===== src/rtl/exec_unit.sv =====
// Execute stage: shift-then-ALU with registered result/flags, plus a sequential
// shift-add multiplier driven through a start/busy/done handshake.
module exec_unit #(
  parameter int WIDTH  = 16,
  parameter bit MUL_EN = 1'b1
) (
  input  logic             clk,
  input  logic             rst_n,
  input  logic             start,
  input  logic [2:0]       op,
  input  logic [1:0]       shift_op,
  input  logic             en_status,
  input  logic [WIDTH-1:0] val_A,
  input  logic [WIDTH-1:0] val_B,
  output logic             busy,
  output logic             done,
  output logic [WIDTH-1:0] result,
  output logic             N,
  output logic             V,
  output logic             Z
);
  localparam int CW = $clog2(WIDTH);

  typedef enum logic {S_IDLE = 1'b0, S_MUL = 1'b1} state_t;

  state_t             state_q, state_d;
  logic [WIDTH-1:0]   result_q, result_d;
  logic               n_q, n_d, v_q, v_d, z_q, z_d;
  logic               done_q, done_d;
  logic [CW-1:0]      cnt_q, cnt_d;
  logic [2*WIDTH-1:0] acc_q, acc_d;
  logic [2*WIDTH-1:0] mcand_q, mcand_d;
  logic [WIDTH-1:0]   mplier_q, mplier_d;
  logic               en_q, en_d;

  logic [WIDTH-1:0]   bs;
  logic               is_mul;
  logic               last_iter;
  logic [2*WIDTH-1:0] acc_sum;
  logic signed [WIDTH:0] add_s, sub_s;
  logic [WIDTH-1:0]   alu_r;
  logic               alu_v;
  logic               alu_upd;

  function automatic logic [WIDTH-1:0] shift_b(input logic [WIDTH-1:0] b,
                                               input logic [1:0]       sh);
    case (sh)
      2'b01:   return {b[WIDTH-2:0], 1'b0};
      2'b10:   return {1'b0, b[WIDTH-1:1]};
      2'b11:   return {b[WIDTH-1], b[WIDTH-1:1]};
      default: return b;
    endcase
  endfunction

  assign bs        = shift_b(val_B, shift_op);
  assign is_mul    = MUL_EN && (op == 3'b100);
  assign last_iter = (cnt_q == CW'(WIDTH - 1));
  assign acc_sum   = acc_q + (mplier_q[0] ? mcand_q : '0);
  // One extra sign bit makes signed overflow visible as a disagreement of the top two bits.
  assign add_s     = $signed({val_A[WIDTH-1], val_A}) + $signed({bs[WIDTH-1], bs});
  assign sub_s     = $signed({val_A[WIDTH-1], val_A}) - $signed({bs[WIDTH-1], bs});

  always_ff @(posedge clk or negedge rst_n) begin
    if (!rst_n) begin
      state_q  <= S_IDLE;
      result_q <= '0;
      n_q      <= 1'b0;
      v_q      <= 1'b0;
      z_q      <= 1'b0;
      done_q   <= 1'b0;
      cnt_q    <= '0;
      acc_q    <= '0;
      mcand_q  <= '0;
      mplier_q <= '0;
      en_q     <= 1'b0;
    end else begin
      state_q  <= state_d;
      result_q <= result_d;
      n_q      <= n_d;
      v_q      <= v_d;
      z_q      <= z_d;
      done_q   <= done_d;
      cnt_q    <= cnt_d;
      acc_q    <= acc_d;
      mcand_q  <= mcand_d;
      mplier_q <= mplier_d;
      en_q     <= en_d;
    end
  end

  always_comb begin
    state_d = state_q;
    case (state_q)
      S_IDLE:  if (start && is_mul) state_d = S_MUL;
      S_MUL:   if (last_iter) state_d = S_IDLE;
      default: state_d = S_IDLE;
    endcase
  end

  always_comb begin
    alu_r   = result_q;
    alu_v   = 1'b0;
    alu_upd = 1'b1;
    case (op)
      3'b000:  begin alu_r = add_s[WIDTH-1:0]; alu_v = add_s[WIDTH] ^ add_s[WIDTH-1]; end
      3'b001:  begin alu_r = sub_s[WIDTH-1:0]; alu_v = sub_s[WIDTH] ^ sub_s[WIDTH-1]; end
      3'b010:  alu_r = val_A & bs;
      3'b011:  alu_r = ~bs;
      3'b110:  alu_r = bs;
      default: alu_upd = 1'b0;
    endcase
  end

  always_comb begin
    result_d = result_q;
    n_d      = n_q;
    v_d      = v_q;
    z_d      = z_q;
    done_d   = 1'b0;
    cnt_d    = cnt_q;
    acc_d    = acc_q;
    mcand_d  = mcand_q;
    mplier_d = mplier_q;
    en_d     = en_q;
    if (state_q == S_IDLE && start) begin
      if (is_mul) begin
        acc_d    = '0;
        cnt_d    = '0;
        mcand_d  = {{WIDTH{1'b0}}, val_A};
        mplier_d = bs;
        en_d     = en_status;
      end else begin
        // Reserved ops still complete, but leave result and flags alone.
        done_d = 1'b1;
        if (alu_upd) begin
          result_d = alu_r;
          if (en_status) begin
            n_d = alu_r[WIDTH-1];
            z_d = (alu_r == '0);
            v_d = alu_v;
          end
        end
      end
    end else if (state_q == S_MUL) begin
      acc_d    = acc_sum;
      mcand_d  = mcand_q << 1;
      mplier_d = mplier_q >> 1;
      cnt_d    = cnt_q + 1'b1;
      if (last_iter) begin
        done_d   = 1'b1;
        result_d = acc_sum[WIDTH-1:0];
        if (en_q) begin
          n_d = acc_sum[WIDTH-1];
          z_d = (acc_sum[WIDTH-1:0] == '0);
          v_d = |acc_sum[2*WIDTH-1:WIDTH];
        end
      end
    end
  end

  assign busy   = (state_q == S_MUL);
  assign done   = done_q;
  assign result = result_q;
  assign N      = n_q;
  assign V      = v_q;
  assign Z      = z_q;
endmodule


===== config.mk =====
export PLATFORM = sky130hd
export DESIGN_NAME = exec_unit
export DESIGN_NICKNAME = d
export VERILOG_FILES = /design/src/rtl/exec_unit.sv
export SDC_FILE = /design/constraint.sdc
export NUM_CORES = 1
export LEC_CHECK = 0
export ABC_AREA = 1
export CORE_MARGIN = 1.5
export CORE_UTILIZATION = 49
export CTS_CLUSTER_DIAMETER = 80
export DETAILED_ROUTE_END_ITERATION = 12
export DONT_BUFFER_PORTS = 1
export MAX_ROUTING_LAYER = met4
export PLACE_DENSITY_LB_ADDON = 0.05
export RECOVER_POWER = 25
export SLEW_MARGIN = 10
export SYNTH_ARGS = -nofsm -noshare
export SYNTH_HDL_FRONTEND = slang
export SYNTH_SLANG_ARGS = --single-unit

===== constraint.sdc =====
create_clock -name clk -period 3.3 [get_ports clk]
set_clock_uncertainty 0.15 [all_clocks]
set_input_delay 0 -clock clk [delete_from_list [all_inputs] [get_ports clk]]
set_output_delay 0 -clock clk [all_outputs]
set_load 0.05 [all_outputs]

==> flow_summary.toml <==
[synthesis]
syn_nets = 1589
yosysSeqAreaShare_pct = 27.7
avgSynthCellArea_sq_um = 6.49
netlist.area_leader.share_pct = 27.7
yosys_register_bits = 106
synth_warnings = 0
synth.distinct_cells = 51
synth_edf_count = 0
netlist_area_sq_um = 9590
syn_inst = 1477
synth_most_common_cell = "nand2_1"
yosys-top-cells-count = "nand2_1 (374), inv_1 (213), nand3_1 (138)"
synth_area_leaders = "dfrtp_1 (28%), nand2_1 (15%), ha_1 (9.0%), inv_1 (8.3%), nand3_1 (7.2%)"
async_flop_share_pct = 100
synthFlopType = "dfrtp_1"
yosysTopAreaCell = "dfrtp_1"

[die]
die_h_um = 143
coreArea_sq_um = 19000
initial_core_util_pct = 50.6
die_area_sq_um = 20400
die_w_um = 143
io_pins = 62
row_count = 50

[route]
first_pass_iters = 7
wirelength_um = 33200
wl_per_cell_um = 18.7
drc = 0
drtIter0Drc = 623
vias = 10100
ant_nets = 0
post_drt_via_cell_ratio = 5.67

[placed_design]
dp.cells = 1724
dp.final_hpwl_um = 25500
io_buffer_count = 0
gp_congestion = 0.989

[setup_path]
worstSetupPathType = "register to register"
crit_path_max_fanout = 11
rr_startpoint = "mplier_q[0]$_DFFE_PN0P_"
r2r_slack_ps = 190
worstPathArrival_ps = 3210
crit_path_end_kind = "register"
critPathLaunchType = "register"
cp.required_ps = 3400
startpoint = "mplier_q[0]$_DFFE_PN0P_"

[finish]
antenna_cells = 0
postLayoutCoreUtil_pct = 56.6
drive_gt1_share_pct = 7.13
multi_input_area_sq_um = 6000
seqCellArea_sq_um = 2650
syn_to_final_growth_pct = 11.8
fill_cells = 1956
final_nets = 1621
fin_cells = 1774

[pwr]
power.combinational.fraction_pct = 52.0
p_int_uw = 3890
seq_power_share_pct = 34.0
p_clk_share_pct = 13.9
peakVddDrop_mv = 0.385
p_switching_uw = 4020
leakage_uw = 0.00549
switching_share_pct = 50.8
power_density_nw_per_um2 = 738

[clock_tree]
cts_buffer_depth = 2
cts_setup_buffers = 0
cts_htree_levels = 3
clock_latency_ps = 350
cts_tree = "built"
clk_pin_slew_ps = 80
clock-sinks = 106
numCtsBuffers = 9
cts_root_buf = "clkbuf_16"

[grt]
antenna_found_initial = 0
grt_max_degree = 107
overflow = 0
grt_usage_pct = 34.8
grt_pass1_vias = 9704
grt_pass1_wl_um = 53100

[timing]
rsz0062_at_grt = "false"
hold_violations = 0
fmax_mhz = 321
finalSetupTns_ps = 0
min_period_ps = 3110
period_share_pct = 94.4
relSlewSlack_pct = -63.2
finalSetupViolations = 0
report.final.slew_viol_count = 107
worst_slew_pin_slew_ps = 2450

[job]
drv_cap = 1

[hold_path]
hp-class = "input port to register"
hold_path_startpoint = "val_B[12]"

[outcome]
violations = "capacitance limit, slew limit"
status = "complete, but fails checks"
metal layers:
| metal | vias up | global-route usage [%] | wire [um] |
|---|---|---|---|
| li1 | 4922 | - | - |
| met1 | 4752 | 45.2 | 15000 |
| met2 | 320 | 54.8 | 15300 |
| met3 | 67 | 5.06 | 1720 |
| met4 | 0 | 13.4 | 1160 |
| met5 | - | - | 0 |
area by class of cell:
class | count | share of cell area, %
clock buffer | 12 | 2.21
clock inverter | 4 | 0.490
inverter | 219 | 7.69
multi-input combinational | 1100 | 55.9
sequential | 106 | 24.7
tap | 260 | 3.03
timing repair buffer | 73 | 5.89
what timing repair did:
action                                 4_1_cts  5_1_grt
setup endpoints to repair                    0        2
gates resized for setup                      0       23
endpoints found under the hold margin      140        1
hold buffers                                33        1
state kept, by name (all words and copies together) (netlist names):
| signal | count |
|---|---|
| N | 1 |
| V | 1 |
| Z | 1 |
| acc_q | 32 |
| busy | 1 |
| cnt_q | 4 |
| done | 1 |
| en_q | 1 |
| mcand_q | 32 |
| mplier_q | 16 |
| result | 16 |
cells in the final DEF, fill, tap and decap left out, types with 33 or more instances in the layout:
cell type,Yosys,routed
dlygate4sd3_1,0,33
a21oi_1,89,87
nor2_1,113,111
nand2_1,374,372
inv_1,213,213
ha_1,69,66
dfrtp_1,106,106
buf_4,2,38
o21ai_0,119,115
nand3_1,138,137
worst max-delay path: stages, from the launching register on:
cell and delay [ps]:
dfrtp_1 400, buf_4 180, nand2_1 60, inv_1 40
ha_2 370, nand2_1 110, nor3_1 190, nor2_1 120
o21ai_2 230, nand3_1 110, nand3_1 180, nand2_1 100
nand2_1 70, nand2_1 40, nand2_1 90, nand2_1 70
nor2_1 140, nand3_1 120, nand2_1 70, nand2_1 50
nand2_1 60, nand2_1 40
power groups by stage:
stage	sequential (uW)	combinational [uW]	clock (uW)
floorplan	2540	2860	0
global placement	2700	3900	0
detailed placement	2710	3920	0
CTS	2690	4030	1120
global route	2760	4620	1170
finish	2690	4120	1100
worst paths after layout:
kind                                             to  cells past startpoint
max                                   V$_DFFE_PN0P_                     21
min                        mplier_q[13]$_DFFE_PN0P_                      5
max reg2reg                           V$_DFFE_PN0P_                     21
min reg2reg                        en_q$_DFFE_PN0P_                      2
max in group asynchronous   mcand_q[22]$_DFFE_PN0P_                      2
min in group asynchronous      acc_q[7]$_DFFE_PN0P_                      2
stage by stage:
step,instance area (sq um),total power (uW),hold slack (ps),setup slack (ps)
global placement,10000,6600,-444,90.8
global route,10700,8550,42.8,1.67
detailed placement,10000,6630,-443,61.1
finish,10700,7910,18.4,185
CTS,10600,7840,7.68,106
floorplan,9590,5400,-446,250
logic make-up (layout without fill, tap and decap cells):
kind of cell	after synthesis	after routing	share of synthesized area [%]
compound gates	311	311	18.9
xor+xnor	26	26	2.37
fa+ha+maj	71	71	9.42
buf+inv	271	308	10.9
flops	106	106	27.7
simple gates	692	692	30.8
Power figures use the tool's default switching activity.
